===== src/rtl/instruction_fetch.sv =====
// instruction_fetch: fetch stage between the 8 KB byte-wide program memory
// and the instruction decoder. Reads one- and two-byte instructions, packs
// them into a 16-bit word and offers each one over a valid/ready handshake.
// Jumps (redirect) and loss of the memory port (mem_grant=0) are honoured
// every cycle.
//
// Optional feature: define IFETCH_PREFETCH_EN to add a one-byte prefetch
// buffer that is filled while an instruction waits in HOLD. Without the
// macro, HOLD never touches memory.
module instruction_fetch #(
    parameter logic [12:0] RESET_PC = 13'h0000
) (
    input  logic        clk,
    input  logic        rst,
    output logic [12:0] address,
    output logic        mem_read,
    input  logic [7:0]  command,
    input  logic        mem_grant,
    input  logic        redirect,
    input  logic [12:0] redirect_addr,
    output logic [15:0] instr,
    output logic        instr_two,
    output logic [12:0] instr_pc,
    output logic        instr_valid,
    input  logic        instr_ready
);

    typedef enum logic [1:0] {
        BYTE0 = 2'd0,
        BYTE1 = 2'd1,
        HOLD  = 2'd2
    } state_t;

    state_t      state_q;
    logic [12:0] pc_q;
    logic [15:0] instr_q;
    logic        instr_two_q;
    logic [12:0] instr_pc_q;
    logic        instr_valid_q;

    // Handshake completes this edge.
    logic        accept;
    // A first instruction byte is available and gets captured this edge.
    logic        first_go;
    logic [7:0]  first_byte;
    logic [12:0] first_pc;

`ifdef IFETCH_PREFETCH_EN
    logic        buf_full_q;
    logic [7:0]  buf_q;
`endif

    // LDA/STA/ADA... (b[7]=0) and JMP (b[7:5]=110) carry an operand byte.
    function automatic logic is_two_byte(input logic [7:0] b);
        return (b[7] == 1'b0) || (b[7:5] == 3'b110);
    endfunction

    assign accept = instr_valid_q && instr_ready;

    // Decide whether memory is read this cycle and where the first byte comes from.
    always_comb begin
        // NOTE: every signal assigned here gets a default first, so no path
        // leaves one unassigned and no latch is inferred.
        mem_read   = 1'b0;
        first_go   = 1'b0;
        first_byte = command;
        first_pc   = pc_q;
`ifdef IFETCH_PREFETCH_EN
        // BYTE1 always starts with an empty buffer, so the buffer flag alone
        // decides whether a read is needed in any state.
        mem_read = rst && !redirect && mem_grant && !buf_full_q;
        if (buf_full_q) begin
            first_byte = buf_q;
            first_pc   = pc_q - 13'd1;
        end
        first_go = ((state_q == BYTE0) || ((state_q == HOLD) && accept))
                   && (buf_full_q || mem_grant);
`else
        mem_read = rst && !redirect && mem_grant && (state_q != HOLD);
        first_go = (state_q == BYTE0) && mem_grant;
`endif
    end

    // Fetch state machine: reset, then redirect, then normal byte assembly.
    always_ff @(posedge clk) begin
        // NOTE: non-blocking assignments, so every register here sees the
        // pre-edge value of every other register regardless of statement order.
        if (!rst) begin
            state_q       <= BYTE0;
            pc_q          <= RESET_PC;
            instr_q       <= '0;
            instr_two_q   <= 1'b0;
            instr_pc_q    <= '0;
            instr_valid_q <= 1'b0;
`ifdef IFETCH_PREFETCH_EN
            buf_full_q    <= 1'b0;
            buf_q         <= '0;
`endif
        end else if (redirect) begin
            // Any partial instruction and any coincident acceptance are dropped.
            state_q       <= BYTE0;
            pc_q          <= redirect_addr;
            instr_valid_q <= 1'b0;
`ifdef IFETCH_PREFETCH_EN
            buf_full_q    <= 1'b0;
`endif
        end else begin
            // Every memory read consumes one byte address, wrapping at 8 KB.
            if (mem_read) begin
                pc_q <= pc_q + 13'd1;
            end

            if (first_go) begin
                instr_q     <= {first_byte, 8'h00};
                instr_pc_q  <= first_pc;
                instr_two_q <= 1'b0;
                if (is_two_byte(first_byte)) begin
                    instr_valid_q <= 1'b0;
                    state_q       <= BYTE1;
                end else begin
                    instr_valid_q <= 1'b1;
                    state_q       <= HOLD;
                end
            end else begin
                case (state_q)
                    BYTE1: begin
                        if (mem_grant) begin
                            instr_q[7:0]  <= command;
                            instr_two_q   <= 1'b1;
                            instr_valid_q <= 1'b1;
                            state_q       <= HOLD;
                        end
                    end
                    HOLD: begin
                        if (accept) begin
                            instr_valid_q <= 1'b0;
                            state_q       <= BYTE0;
                        end
                    end
                    default: begin
                    end
                endcase
            end

`ifdef IFETCH_PREFETCH_EN
            // The buffer empties whenever a first byte is taken; otherwise a
            // read in HOLD parks its byte here.
            if (first_go) begin
                buf_full_q <= 1'b0;
            end else if ((state_q == HOLD) && mem_read) begin
                buf_q      <= command;
                buf_full_q <= 1'b1;
            end
`endif
        end
    end

    assign address     = pc_q;
    assign instr       = instr_q;
    assign instr_two   = instr_two_q;
    assign instr_pc    = instr_pc_q;
    assign instr_valid = instr_valid_q;

endmodule


===== config.mk =====
export PLATFORM = sky130hd
export DESIGN_NAME = instruction_fetch
export DESIGN_NICKNAME = d
export VERILOG_FILES = /design/src/rtl/instruction_fetch.sv
export SDC_FILE = /design/constraint.sdc
export NUM_CORES = 1
export LEC_CHECK = 0
export CAP_MARGIN = 10
export CORE_MARGIN = 1
export CORE_UTILIZATION = 54
export DETAILED_ROUTE_END_ITERATION = 16
export DONT_BUFFER_PORTS = 1
export GPL_ROUTABILITY_DRIVEN = 0
export HOLD_SLACK_MARGIN = 0.05
export PLACE_DENSITY = 0.83
export SYNTH_ARGS = -nofsm -noshare
export SYNTH_HDL_FRONTEND = slang
export SYNTH_SLANG_ARGS = --single-unit

===== constraint.sdc =====
create_clock -name clk -period 1.7 [get_ports clk]
set_clock_uncertainty 0.2 [all_clocks]
set_input_delay 0.34 -clock clk [delete_from_list [all_inputs] [get_ports clk]]
set_output_delay 0.34 -clock clk [all_outputs]
set_load 0.01 [all_outputs]

==> results by group, run 1 <==
Timing
  – RSZ-0062 raised after global routing: yes
  – Final hold violation count: 0
  – Final WS setup: -23.2 ps
  – Final Cycle Share: 101%
  – Max Freq: 580 MHz
  – Tmin final: 1720 ps
  – Slew margin rel.: 79.9%
  – Least-Margin Pin Slew: 299 ps
  – # setup viols final: 3
  – Hold Slack: 71.8 ps
  – Max Slew Vio Count: 0

GRT
  – Vias in the first global route: 1698
  – Grt met3 use: 7.45%
  – Initial antenna violation count: 0
  – GR peak layer: met2
  – GR Util met2: 51.9%
  – Largest net degree at the start of global routing: 44
  – Total GRT Usage: 27.4%
  – GRT met1 Usage: 27.7%
  – First-pass GRT wire length: 7.46 mm
  – Total grt overflow: 0

Critical path
  – Reg2reg start: address[0]$_SDFFE_PN0P_
  – Worst setup SP type: flop
  – R2R depth: 6
  – Crit path cell chain: ha_4 > nand4_1 > or3_4 > nor2_4 > xnor2_1 > a21oi_1
  – R2R Path End: address[6]$_SDFFE_PN0P_
  – Delay of the slowest critical-path stage: 410 ps
  – Setup crit end kind: flop
  – Register-to-register setup slack: -20 ps
  – CP max stage cell: or3_4
  – CP max FO: 2
  – Endpoint required time on the critical path: 1750 ps
  – Critical path arrival: 1770 ps
  – Crit Path Class: reg2reg

Pwr
  – Worst IR drop on VDD: 0.521 mV
  – P_leak: 0.884 nW
  – Power Density: 780 nW/µm²

Synth
  – Sequential cell area fraction in the yosys report: 46.7%
  – Yosys reg bits: 45
  – Post-Syn Instances: 223
  – Cell Area, Synth: 1930 µm²
  – Syn_area_per_cell: 8.66 µm²
  – Warnings, synthesis: 0
  – Unique masters post-synth: 32
  – Syn_nets: 250

Layout
  – Nets: 293
  – Commonest non-fill, non-tap cells in the layout: nand2_1 (58), dfxtp_1 (41), dlygate4sd3_1 (23), a21boi_0 (22), buf_4 (21)
  – Share of layout cells above drive strength 1: 17.4%
  – Fill cell count: 247
  – Layout Area Growth over Synthesis: 27.2%
  – Most common cell after layout, fill and taps aside: nand2_1
  – Finished Layout Cells: 311
  – Antenna cells: 0

Floorplanning
  – Die area: 3820 µm²
  – Cell Rows: 21
  – # IOs: 71
  – Core area: 3390 µm²
  – Die H: 61.8 µm
  – Die W: 61.8 µm
  – Starting density of the core: 57.0%

Worst hold path
  – Worst Min Path Start: rst
  – Worst hold path type: in2reg
  – Hold endpoint: state_q[0]$_SDFFE_PP0P_
  – Hold Path Stages: 3

Clock tree
  – Worst skew pair latency: 360 ps
  – Num CTS Buffers: 5
  – Clock Tree Root: clkbuf_4
  – Htree depth: 2
  – Clock Path Buffers: 2
  – Clk slew on worst S/H paths: 120 ps
  – Sink Count: 45
  – CTS tree: yes

Routing
  – DRT iter0 DRCs: 89
  – Routed WL per cell: 16.4 µm
  – Drt pass-1 iters: 4
  – Antenna-violating nets left: 0
  – DRC errors left: 0
  – Routed WL: 5.10 mm
  – Via count: 1741
  – Avg Vias per Cell: 5.60

Place
  – Port Buffer Count: 0
  – Dpl cells: 278
  – Final HPWL DP: 3.14 mm

Status
  – Failing checks: setup timing
  – Status: finished, violations left

Flow run
  – Max_cap viols: 0
[worst max-delay path by stage]
stage,startpoint,end,slack (ps),cells past startpoint
2_1_floorplan,address[0]$_SDFFE_PN0P_,address[6]$_SDFFE_PN0P_,20,6
3_3_place_gp,redirect,mem_read,80,3
3_5_place_dp,address[0]$_SDFFE_PN0P_,address[6]$_SDFFE_PN0P_,30,6
4_1_cts,address[0]$_SDFFE_PN0P_,address[6]$_SDFFE_PN0P_,2,6
5_1_grt,address[1]$_SDFFE_PN0P_,address[10]$_SDFFE_PN0P_,-120,6
6_report,address[0]$_SDFFE_PN0P_,address[6]$_SDFFE_PN0P_,-20,6
[power breakdown]
part	total [mW]	switching, mW	internal, mW
clock	0.472	0.328	0.144
combinational	0.297	0.153	0.144
sequential	1.15	0.0473	1.10
total	1.92	0.529	1.39
[synthesized netlist by cell type, drive strengths merged]
master	count	area share, %
nor4	2	1.7
dfxtp	45	47
o211a	1	0.52
nor2b	2	0.78
buf	5	1.6
and3	2	0.65
and2b	1	0.39
nor2	5	1.1
a211oi	1	0.39
or3	1	0.58
inv	1	0.19
nand3b	1	0.58
nand2b	3	1.1
nand2	59	11
a21boi	30	12
nand3	13	3.4
xnor2	4	1.8
nor4b	1	1.2
a21oi	12	3.1
mux2i	2	1.0
o21ai	12	3.1
and2	1	0.32
xor2	8	3.6
nand4	3	0.97
ha	1	0.65
clkbuf	7	1.4
[worst max-delay path, delay by kind of cell (launching register included)]
family / cells / cell delay (ps)
AOI/OAI and AO/OA: 1 / 90
xor gates and xnor gates: 1 / 110
adders and majority gates: 1 / 140
DFF: 1 / 390
and+or+nand+nor: 3 / 680
[per-layer routing]
layer,vias up,share of wire [%]
li1,841,-
met1,806,39
met2,75,51
met3,19,6.0
met4,0,3.5
met5,-,0
[state kept, by name, summed over array words and instances, names as in the netlist]
register / flops
instr: 16
state_q: 2
address: 13
instr_two: 1
instr_pc: 13
[per-stage QoR]
step | instance area (µm²) | power (mW) | worst slack, ps | util, % | TNS (ps)
detailed placement | 2090 | 1.38 | 26.3 | 61.7 | 0
finish | 2460 | 1.92 | -23.2 | 72.5 | -39.7
global placement | 2090 | 1.37 | 76.9 | 61.7 | 0
CTS | 2400 | 1.90 | 2.49 | 70.9 | 0
global route | 2460 | 1.99 | -124 | 72.5 | -431
floorplan | 1930 | 1.31 | 21.8 | - | 0
[timing repair]
action	4_1_cts	5_1_grt
pin swaps	0	6
endpoints found under the setup margin	1	10
hold buffers	24	0
gates cloned	0	0
resized for setup	3	10
hold endpoints to repair	45	0
buffers inserted	1	2
[logic make-up after synthesis]
| kind of cell | after synthesis | synth area share (%) |
|---|---|---|
| buf+inv | 13 | 3.11 |
| mux | 2 | 1.04 |
| simple gates | 94 | 24.3 |
| compound gates | 56 | 18.8 |
| fa+ha+maj | 1 | 0.648 |
| xor+xnor | 12 | 5.44 |
| flops | 45 | 46.7 |
[final cells by class]
class | count | area [µm²] | share of cell area [%]
timing repair buffer | 48 | 442 | 18.0
clock inverter | 1 | 5.00 | 0.204
sequential | 45 | 908 | 37.0
multi-input combinational | 165 | 1000 | 40.8
tap | 46 | 57.6 | 2.34
inverter | 1 | 3.75 | 0.153
clock buffer | 5 | 37.5 | 1.53
Power figures use the tool's default switching activity.
==> run 2: changes to the inputs <==
--- a/config.mk
+++ b/config.mk
@@ -6,7 +6,6 @@
 export NUM_CORES = 1
 export LEC_CHECK = 0
 export CAP_MARGIN = 10
-export CORE_MARGIN = 1
 export CORE_UTILIZATION = 54
 export DETAILED_ROUTE_END_ITERATION = 16
 export DONT_BUFFER_PORTS = 1
==> constraint.sdc (replaced) <==
create_clock -name clk -period 1.44 [get_ports clk]
set_clock_uncertainty 0.2 [all_clocks]
set_input_delay 0.288 -clock clk [delete_from_list [all_inputs] [get_ports clk]]
set_output_delay 0.288 -clock clk [all_outputs]
set_load 0.01 [all_outputs]
==> run 2 against run 1 <==
  * The run still ends with setup timing left
  * Maximum frequency down 7.0%
  * Cell count up 5.1%
  * Clock power up 32%
  * Clock-buffer cell count up 2
  * Via count up 11%
  * Critical path depth unchanged
  * Highest routed layer unchanged
==> results by group, run 2 (synthesized netlist as in run 1, its figures left out) <==
Critical path
  – Critical path arrival: 1890 ps
  – Endpoint required time on the critical path: 1480 ps
  – Setup crit end kind: flop
  – CP max FO: 2
  – Worst setup SP type: flop
  – Crit Path Class: reg2reg

Floorplanning
  – # IOs: 71
  – Die W: 61.8 µm
  – Die area: 3820 µm²
  – Cell Rows: 21
  – Starting density of the core: 57.0%
  – Die H: 61.8 µm
  – Core area: 3390 µm²

Routing
  – Routed WL per cell: 19.5 µm
  – Avg Vias per Cell: 5.88
  – DRT iter0 DRCs: 124
  – Antenna-violating nets left: 0
  – DRC errors left: 0
  – Via count: 1924
  – Routed WL: 6.38 mm
  – Drt pass-1 iters: 4

Flow run
  – Max_cap viols: 0

Clock tree
  – CTS tree: yes
  – Clock Tree Root: clkbuf_4
  – Clock Path Buffers: 2
  – Worst skew pair latency: 350 ps
  – Clk slew on worst S/H paths: 130 ps
  – Htree depth: 2
  – Num CTS Buffers: 5
  – Sink Count: 45

Pwr
  – Power Density: 851 nW/µm²
  – P_leak: 1.09 nW
  – Tot Pwr: 2.46 mW
  – Worst IR drop on VDD: 0.621 mV

Place
  – Port Buffer Count: 0
  – Placed cell area: 2180 µm²
  – Final HPWL DP: 3.19 mm
  – Dpl cells: 283

GRT
  – First-pass GRT wire length: 8.47 mm
  – Total GRT Usage: 30.7%
  – Initial antenna violation count: 0
  – Total grt overflow: 0
  – Vias in the first global route: 1785
  – Largest net degree at the start of global routing: 45

Timing
  – Final Cycle Share: 129%
  – Hold Slack: 16.2 ps
  – Least-Margin Pin Slew: 491 ps
  – RSZ-0062 raised after global routing: yes
  – Final setup TNS: -8020 ps
  – Slew margin rel.: 67.2%
  – Final WS setup: -412 ps
  – Final hold violation count: 0
  – # setup viols final: 47
  – Max Slew Vio Count: 0
  – Tmin final: 1850 ps
  – Max Freq: 540 MHz

Layout
  – Most common cell after layout, fill and taps aside: nand2_1
  – Antenna cells: 0
  – Share of layout cells above drive strength 1: 38.1%
  – Commonest non-fill, non-tap cells in the layout: nand2_1 (38), dfxtp_1 (36), dlygate4sd3_1 (27), a21boi_1 (18), buf_4 (17)
  – FF/Latch Area: 917 µm²
  – Nets: 308
  – Finished Layout Cells: 327
  – Footprint of the multi-input gates: 1230 µm²
  – Final Instance Area: 2900 µm²
  – Largest register FFs: 16
  – Layout Area Growth over Synthesis: 50.0%
  – Fill cell count: 175

Status
  – Status: finished, violations left
  – Failing checks: setup timing

Worst hold path
  – Worst hold path type: in2reg
-- run 2: layer usage --
layer	vias to the layer above	GRT usage, %	wire length (µm)
met5	-	0	0
met4	0	10.8	167
met3	21	8.28	490
met2	97	51.9	3320
met1	932	37.5	2400
li1	874	-	-
-- run 2: what timing repair did --
item,CTS,global route
hold buffers,25,3
hold endpoints to repair,45,7
pin swaps,7,52
gates cloned,1,1
setup buffers,6,3
gates resized for setup,32,57
setup endpoints to repair,43,47
-- run 2: area by class of cell --
cell class                 count  area share (%)
timing repair buffer          62            22.0
tap                           46            1.99
clock buffer                   7            1.90
multi-input combinational    166            42.4
inverter                       1           0.130
sequential                    45            31.7
-- run 2: path summary, 6_finish.rpt --
kind | from | end | slack (ps) | cells after the start
worst min-delay path | rst | address[10]$_SDFFE_PN0P_ | 20 | 3
worst max register to register | address[0]$_SDFFE_PN0P_ | address[6]$_SDFFE_PN0P_ | -410 | 6
worst min register to register | instr[12]$_SDFFE_PN0P_ | instr[12]$_SDFFE_PN0P_ | 310 | 2
worst max-delay path | address[0]$_SDFFE_PN0P_ | address[6]$_SDFFE_PN0P_ | -410 | 6
-- run 2: power by group --
part           internal [mW]  switching [mW]
Sequential              1.30          0.0520
Clock                  0.231           0.391
Combinational          0.234           0.256
-- run 2: critical path, cell delays in order (launching register included) --
cell and delay [ps]:
dfxtp_4 380, ha_4 130, nand4_1 180, or3_4 450, nor2_2 110, xnor2_1 160, a21oi_1 120
-- run 2: per-stage QoR --
step | setup slack (ps) | utilization (%)
global placement | -151 | 64.4
detailed placement | -210 | 64.4
CTS | -251 | 77.5
global route | -449 | 85.4
floorplan | -198 | -
finish | -412 | 85.4
==> run 3: changes to the inputs <==
--- a/config.mk
+++ b/config.mk
@@ -6,12 +6,12 @@
 export NUM_CORES = 1
 export LEC_CHECK = 0
 export CAP_MARGIN = 10
-export CORE_UTILIZATION = 54
+export CORE_UTILIZATION = 45
 export DETAILED_ROUTE_END_ITERATION = 16
 export DONT_BUFFER_PORTS = 1
 export GPL_ROUTABILITY_DRIVEN = 0
 export HOLD_SLACK_MARGIN = 0.05
-export PLACE_DENSITY = 0.83
+export PLACE_DENSITY = 0.73
 export SYNTH_ARGS = -nofsm -noshare
 export SYNTH_HDL_FRONTEND = slang
 export SYNTH_SLANG_ARGS = --single-unit
==> run 3 against run 2 <==
  * The flow still finishes with violations (setup timing)
  * Sequential cell count did not move
  * First-iteration DRC count decreased by 27%
  * Hold slack improved by 42 ps
  * Clock-buffer cell count unchanged
  * Setup slack improved by 130 ps
  * Register-to-register slack better by 130 ps
  * Critical endpoint unchanged
==> results by group, run 3 (synthesized netlist as in run 1, its figures left out) <==
Status
  – Status: finished, violations left
  – Failing checks: setup timing

Critical path
  – Setup crit end kind: flop
  – CP max stage cell: or3_4
  – CP delay by family, top: simple AND/OR/NAND/NOR gates
  – Worst setup path endpoint: address[6]$_SDFFE_PN0P_
  – Delay of the slowest critical-path stage: 430 ps
  – R2R depth: 6
  – CP max FO: 2
  – Crit path depth: 6
  – Register-to-register setup slack: -280 ps
  – Reg2reg start: address[0]$_SDFFE_PN0P_
  – Critical path arrival: 1710 ps
  – Setup crit start: address[0]$_SDFFE_PN0P_
  – Endpoint required time on the critical path: 1420 ps
  – Worst Path Buf+Inv: 0
  – Crit path cell chain: ha_4 > nand4_1 > or3_4 > nor2_4 > xnor2_2 > a21oi_1
  – Crit Path Class: reg2reg
  – Worst setup SP type: flop
  – R2R Path End: address[6]$_SDFFE_PN0P_

Timing
  – Tmin final: 1720 ps
  – RSZ-0062 raised after global routing: yes
  – Final hold violation count: 0
  – Max Slew Vio Count: 0
  – Least-Margin Pin Slew: 287 ps
  – Final Cycle Share: 120%
  – Slew margin rel.: 80.7%
  – Max Freq: 580 MHz
  – Hold Slack: 58.2 ps
  – Final setup TNS: -2140 ps
  – Final WS setup: -284 ps
  – # setup viols final: 18

Layout
  – Antenna cells: 0
  – Commonest non-fill, non-tap cells in the layout: dfxtp_1 (39), nand2_1 (32), nand2_2 (25), dlygate4sd3_1 (23), a21boi_1 (22)
  – Layout Area Growth over Synthesis: 45.6%
  – Finished Layout Cells: 327
  – Most common cell after layout, fill and taps aside: dfxtp_1
  – Nets: 303
  – Share of layout cells above drive strength 1: 36.8%
  – Largest register FFs: 16

Place
  – Dpl ws: -195 ps
  – Dpl cells: 286
  – Port Buffer Count: 0
  – Final HPWL DP: 3.20 mm

Pwr
  – Clock Power Share: 32.6%
  – Power Density: 944 nW/µm²
  – P_leak: 1.02 nW
  – Net Sw Frac: 26.7%
  – Pint: 1.94 mW
  – Combinational share of power: 16.5%
  – Flop pwr share: 50.9%
  – Worst IR drop on VDD: 0.655 mV
  – Switching pwr: 707 µW

GRT
  – Largest net degree at the start of global routing: 44
  – GR Util met2: 40.0%
  – Total grt overflow: 0
  – GR peak layer: met2
  – Total GRT Usage: 24.0%
  – Initial antenna violation count: 0
  – Vias in the first global route: 1592
  – Grt met3 use: 7.60%
  – First-pass GRT wire length: 7.99 mm
  – GRT met1 Usage: 28.7%

Routing
  – Via count: 1798
  – DRT iter0 DRCs: 91
  – DRC errors left: 0
  – Routed WL per cell: 17.2 µm
  – Antenna-violating nets left: 0
  – Routed WL: 5.63 mm
  – Avg Vias per Cell: 5.50
  – Drt pass-1 iters: 4

Clock tree
  – Htree depth: 2
  – Clk slew on worst S/H paths: 80 ps
  – Num CTS Buffers: 5
  – Clock Tree Root: clkbuf_8
  – Clock Path Buffers: 2
  – Sink Count: 45
  – Worst skew pair latency: 300 ps
  – CTS tree: yes

Floorplanning
  – Cell Rows: 23
  – Starting density of the core: 47.6%
  – # IOs: 71
  – Die area: 4560 µm²
  – Core area: 4060 µm²
  – Die H: 67.5 µm
  – Die W: 67.5 µm

Worst hold path
  – Worst hold path type: in2reg
  – Worst Min Path Start: mem_grant

Flow run
  – Max_cap viols: 0
run 3: changes by cell type in the layout (fill, tap and decap cells not counted), sizes merged:
cell         previous run  this run
dlygate4sd3            27        23
buf                    34        32
nand2b                  4         6
clkbuf                  8         7
clkinv                  0         1
run 3: tightest hold or removal path, stage by stage:
cell and delay, ps:
nor2b_1 110, nor2_1 80, a211oi_1 50
run 3: layer usage:
layer  part of all wire [%]  vias up  routed length, µm
li1                       -      875                  -
met1                     41      852               2310
met2                     50       63               2830
met3                    6.9        8                387
met4                    1.7        0                 98
met5                      0        -                  0
run 3: what timing repair did:
action,4_1_cts,5_1_grt
buffers inserted,3,1
gates cloned,2,3
endpoints found under the setup margin,42,44
hold buffers,24,0
pin swaps,11,58
hold endpoints to repair,44,0
resized for setup,14,63
run 3: power by group through the flow:
stage	Sequential [mW]	Clock, mW	Combinational [mW]
6_report	1.35	0.863	0.438
5_1_grt	1.36	0.925	0.472
4_1_cts	1.35	0.877	0.373
3_5_place_dp	1.38	0	0.272
3_3_place_gp	1.37	0	0.267
2_1_floorplan	1.40	0	0.168
run 3: stage by stage:
step / utilization [%] / total power [mW] / cell area [µm²]
6_report: 69.3 / 2.65 / 2810
3_5_place_dp: 53.4 / 1.65 / 2170
4_1_cts: 64.4 / 2.60 / 2610
3_3_place_gp: 53.4 / 1.64 / 2170
5_1_grt: 69.3 / 2.76 / 2810
2_1_floorplan: - / 1.56 / 1990
run 3: final cells by class:
class / instances / area (µm²)
clock buffer: 7 / 96.3
sequential: 45 / 913
fill: 311 / 1250
clock inverter: 1 / 5.00
inverter: 1 / 3.75
tap: 50 / 62.6
multi-input combinational: 168 / 1200
timing repair buffer: 55 / 528
run 3: worst min-delay path by stage:
| stage | to | depth (start not counted) |
|---|---|---|
| floorplan | state_q[1]$_SDFFE_PP0P_ | 1 |
| global placement | state_q[1]$_SDFFE_PP0P_ | 1 |
| detailed placement | state_q[1]$_SDFFE_PP0P_ | 1 |
| CTS | state_q[1]$_SDFFE_PP0P_ | 3 |
| global route | state_q[1]$_SDFFE_PP0P_ | 3 |
| finish | state_q[1]$_SDFFE_PP0P_ | 3 |
